$ cat src/rtl/bus_rr_arbiter.sv
// -----------------------------------------------------------------------------
// bus_rr_arbiter
//   Round-robin arbiter for the shared broadcast bus fed by DRVRS driver FIFOs.
//   Grants the bus to one requesting driver at a time. The grant is held until
//   the owner releases it (rls pulse or dropping its request) or until MAX_HOLD
//   cycles expire. A one-cycle turnaround gap (gnt=0) separates owners.
//
//   Handshake: req is a level held by a driver until it has been served.
//   rls is a 1-cycle pulse from the current owner and only has an effect in
//   BUSY. gnt, gnt_valid and gnt_id are registered and change only on posedge.
//
// Ports
//   clk        system clock, all logic on posedge
//   reset      synchronous, active-high reset
//   en         arbitration enable; 0 blocks new grants only
//   req        per-driver request level
//   rls        release pulse from the current owner
//   gnt        one-hot grant (registered)
//   gnt_valid  |gnt (registered)
//   gnt_id     binary index of owner, 0 when no grant
//   timeout    1-cycle pulse when a grant is revoked by hold-limit expiry
//   dbg_state  current FSM state (IDLE=0, BUSY=1, GAP=2) for observation
// -----------------------------------------------------------------------------
module bus_rr_arbiter #(
  parameter int DRVRS    = 4,
  parameter int MAX_HOLD = 16,
  parameter int IDW      = 2
) (
  input  logic             clk,
  input  logic             reset,
  input  logic             en,
  input  logic [DRVRS-1:0] req,
  input  logic             rls,
  output logic [DRVRS-1:0] gnt,
  output logic             gnt_valid,
  output logic [IDW-1:0]   gnt_id,
  output logic             timeout,
  output logic [1:0]       dbg_state
);

  localparam int HCW = $clog2(MAX_HOLD);

  typedef enum logic [1:0] {
    IDLE = 2'd0,
    BUSY = 2'd1,
    GAP  = 2'd2
  } state_e;

  state_e             state_q;
  logic [DRVRS-1:0]   gnt_q;
  logic               gnt_valid_q;
  logic [IDW-1:0]     gnt_id_q;
  logic               timeout_q;
  logic [HCW-1:0]     hold_cnt_q;
  logic [IDW-1:0]     last_q;

  // Winner search: starts just after the previous owner and wraps, so the
  // previous owner is the last candidate considered.
  logic               win_found;
  logic [IDW-1:0]     win_id;

  always_comb begin
    win_found = 1'b0;
    win_id    = '0;
    for (int k = 1; k <= DRVRS; k++) begin
      logic [IDW-1:0] cand;
      cand = IDW'((int'(last_q) + k) % DRVRS);
      if (!win_found && req[cand]) begin
        win_found = 1'b1;
        win_id    = cand;
      end
    end
  end

  logic owner_release;
  logic hold_expired;

  // Explicit rls and a dropped request both count as release and take
  // priority over expiry, so a coinciding expiry gives no timeout pulse.
  assign owner_release = rls || !req[gnt_id_q];
  assign hold_expired  = (hold_cnt_q == HCW'(MAX_HOLD - 1));

  always_ff @(posedge clk) begin
    if (reset) begin
      state_q     <= IDLE;
      gnt_q       <= '0;
      gnt_valid_q <= 1'b0;
      gnt_id_q    <= '0;
      timeout_q   <= 1'b0;
      hold_cnt_q  <= '0;
      last_q      <= IDW'(DRVRS - 1);
    end else begin
      timeout_q <= 1'b0;
      case (state_q)
        IDLE, GAP: begin
          if (en && win_found) begin
            gnt_q       <= {{(DRVRS-1){1'b0}}, 1'b1} << win_id;
            gnt_valid_q <= 1'b1;
            gnt_id_q    <= win_id;
            hold_cnt_q  <= '0;
            state_q     <= BUSY;
          end else begin
            state_q <= IDLE;
          end
        end
        BUSY: begin
          if (owner_release || hold_expired) begin
            gnt_q       <= '0;
            gnt_valid_q <= 1'b0;
            gnt_id_q    <= '0;
            last_q      <= gnt_id_q;
            timeout_q   <= !owner_release;
            state_q     <= GAP;
          end else begin
            hold_cnt_q <= hold_cnt_q + 1'b1;
          end
        end
        default: begin
          gnt_q       <= '0;
          gnt_valid_q <= 1'b0;
          gnt_id_q    <= '0;
          state_q     <= IDLE;
        end
      endcase
    end
  end

  assign gnt       = gnt_q;
  assign gnt_valid = gnt_valid_q;
  assign gnt_id    = gnt_id_q;
  assign timeout   = timeout_q;
  assign dbg_state = state_q;

endmodule

$ cat config.mk
export PLATFORM = sky130hd
export DESIGN_NAME = bus_rr_arbiter
export DESIGN_NICKNAME = d
export VERILOG_FILES = /design/src/rtl/bus_rr_arbiter.sv
export SDC_FILE = /design/constraint.sdc
export NUM_CORES = 1
export LEC_CHECK = 0
export BUFFER_PORTS_ARGS = -buffer_cell sky130_fd_sc_hd__buf_2
export CAP_MARGIN = 20
export CORE_ASPECT_RATIO = 1.1
export CORE_MARGIN = 10
export CORE_UTILIZATION = 50
export CTS_CLUSTER_DIAMETER = 50
export CTS_CLUSTER_SIZE = 8
export DETAILED_ROUTE_END_ITERATION = 6
export HOLD_SLACK_MARGIN = 0.15
export MAX_ROUTING_LAYER = met4
export PLACE_DENSITY_LB_ADDON = 0.12
export SYNTH_ARGS = -nofsm -noshare
export SYNTH_HDL_FRONTEND = slang
export SYNTH_SLANG_ARGS = --single-unit
$ cat constraint.sdc
create_clock -name clk -period 2 [get_ports clk]
set_clock_uncertainty 0.15 [all_clocks]
set_input_delay 0.3 -clock clk [delete_from_list [all_inputs] [get_ports clk]]
set_output_delay 0.3 -clock clk [all_outputs]
set_load 0.01 [all_outputs]
==> results.md <==
- Share of cells above drive strength 1: 0.284
- Syn avg cell area: 9.57 µm²
- Slowest Stage Delay on Critical Path: ~0.6 ns
- Hold_sp: rls
- CP endpoint kind: register
- Grt total ovfl: 0
- Share of the synthesized area in the top cell type: 0.408
- Slew Limit Fails: 0
- Antenna cells: 0
- Critical R2R Capture: gnt[3]
- R2R depth: 4
- Top Layer Used: met4
- Die Ht: between 60 and 70 µm
- Sequential cell area: roughly 320 µm²
- Post-synthesis async set-or-reset flop share: 0
- Die Width: roughly 58 µm
- Most frequent cell after synthesis: dfxtp_1
- Fin util: 0.645
- Num CTS Buffers: 3
- Postcts setup bufs: 0
- I/O Pins: 18
- Worst Path Arrival: ~1.8 ns
- Worst-path maximum fanout: 8
- Wire length per cell: ~14 µm
- Vias in the first global route: around 660
- CTS clock-pin slew for the worst setup and hold paths: 0.09 ns
- Yosys warnings: 0
- Crit-path cells: mux4_2, nand3_4, a21oi_4, a22o_2
- Clock buffer depth: 2
- Global placement routability congestion: 0.780
- CTS tree: done
- Register area share after synthesis: 0.408
- H-tree depth: 1
- WP data required: 2.03 ns
- Gates resized, CTS repair: 0
- PortBufs: 17
- Synth Cell Area: 785 µm²
- Peak supply drop: 0.408 mV
- DRC errors left: 0
- Detail Route Antenna Nets: 0
- Pleak: 0.000408 µW
- Final period util: 0.880
- Total number of vias: slightly below 700
- R2R setup slack: 0.24 ns
- Footprint of the multi-input gates: between 400 and 500 µm²
- Post-synth top flop: dfxtp_1
- Unrepaired setup endpoints after global routing: false
- Crit path kind: reg -> reg
- Max-Slew Margin vs Limit: 0.587
- Hold Crit Class: in -> reg
- Mapped Cells: 82
- Slew @ Worst Pin: roughly 0.61 ns
- Largest net degree at the start of global routing: 12
- Final critical delay including setup and external delays: ~1.8 ns
- Final setup fails: 0
- Core area: approximately 1400 µm²
- Hold-fix buffers, CTS: 0
- Worst r2r src: gnt_id[1]
- Synth cell count leaders: dfxtp_1 (16), a21oi_1 (5), nand2_1 (5), nand2b_1 (5)
- Largest cells by area after synthesis: dfxtp_1 (41%), nand2b_1 (4.0%), a21oi_1 (3.2%), mux4_2 (2.9%), a22o_2 (2.6%)
- Drt total wl: ~1600 µm
- DP Wirelength: approximately 1300 µm
- Clock sink count: 16
- DRT iter0 DRCs: 3
- FILL cells: approximately 130
- Largest area contributor in the netlist: dfxtp_1
- Die area: 3560 µm²
- Core Rows: 14
- Post-synthesis register bit count: 16
- Setup TNS: 0 ns
- Met3 Routed Length: between 80 and 90 µm
- Initial antenna violation count: 0
- Hold EP: timeout
- Nets: 113
- Max Cap Viol: 0
- CP max-delay cell: mux4_2
- Run status: finished clean
- Worst skew pair latency: 0.28 ns
- Drt pass-1 iters: 4
- Starting Density: 0.553
- Root buffer cell: clkbuf_4
- WL met2: ~800 µm
- Final Hold Fails: 0
- Vias per cell: roughly 5.7
- Number of flops mapped to enable cells by yosys: 0
- Startpoint Class: register
- Area grow syn2layout: 16.6%
- Fmax: 568 MHz
- WHS Path Cells: 4
- First-pass GRT wire length: 2780 µm
- Mapped Nets: approximately 90
- GRT Util Overall: 0.102
- Count of cell types in the netlist: 36
- M1 WL: roughly 730 µm
- PwrDens: 675 nW/µm²
==> power breakdown <==
group	leakage [µW]	switching [µW]	total, µW	internal, µW
logic	0.000264	60.0	107	46.8
registers	0.000130	12.6	346	333
clock network	0.0000138	94.8	165	70.0
==> state kept, by name, indices dropped and copies added, names as in the netlist <==
name	flops
gnt	4
hold_cnt_q	4
dbg_state	2
gnt_id	2
last_q	2
gnt_valid	1
timeout	1
==> kinds of logic after synthesis <==
logic type,share of synthesized area
AOI/OAI and AO/OA,0.241
buffers and inverters,0.0255
adders and majority gates,0.0159
DFF,0.408
muxes,0.0415
and+or+nand+nor,0.246
xor gates and xnor gates,0.0223
==> how the worst max path moves through the flow <==
| stage | start | to | slack, ns |
|---|---|---|---|
| floorplan | gnt_id[1] | gnt[1] | 0.28 |
| global placement | req[1] | gnt[1] | 0.23 |
| detailed placement | req[1] | gnt[3] | 0.20 |
| CTS | gnt_id[1] | gnt[3] | 0.24 |
| global route | gnt_id[1] | last_q[1] | 0.14 |
| finish | gnt_id[1] | gnt[3] | 0.24 |
==> stage by stage <==
stage          setup WS (ns)  hold slack (ns)  power (µW)  area [µm²]  cells
6_report               0.240            0.173         617         915    118
5_1_grt                0.141            0.174         652         915    118
4_1_cts                0.236            0.167         624         915    118
3_5_place_dp           0.204            0.291         461         892    115
3_3_place_gp           0.234            0.303         460         892    115
2_1_floorplan          0.285            0.308         421         785     82
==> layout make-up <==
class	instances	share of cell area
Timing Repair Buffer	18	0.101
Sequential cell	16	0.350
Inverter	4	0.0164
Tap cell	16	0.0219
Multi-Input combinational cell	61	0.486
Clock buffer	3	0.0246
==> routing by layer <==
layer,global-route usage,vias to the layer above
li1,-,353
met1,0.103,301
met2,0.173,18
met3,0.0391,2
met4,0.0503,0
met5,-,-
==> critical path, delay by kind of cell, from the launching register on <==
kind	cells	cell delay (ns)
AND/OR/NAND/NOR	1	0.14
flip-flops	1	0.41
AO/OA/AOI/OAI	2	0.36
multiplexers	1	0.60
==> placed cells by master (no fill, tap or decap), types with 2 or more instances in the layout <==
cell and instances:
or2b_1 2, a22o_2 2, nand2b_1 5, o21ai_0 4
a21oi_1 5, inv_1 4, xor2_1 2, o2bb2ai_1 2
buf_2 17, dfxtp_1 16, nand2_1 5, clkbuf_4 3
nor4b_1 2, nor3_1 2, a21o_1 2, a31oi_1 2
nand3_1 2, nor2_1 4, nor4_1 2
Power figures use the tool's default switching activity.
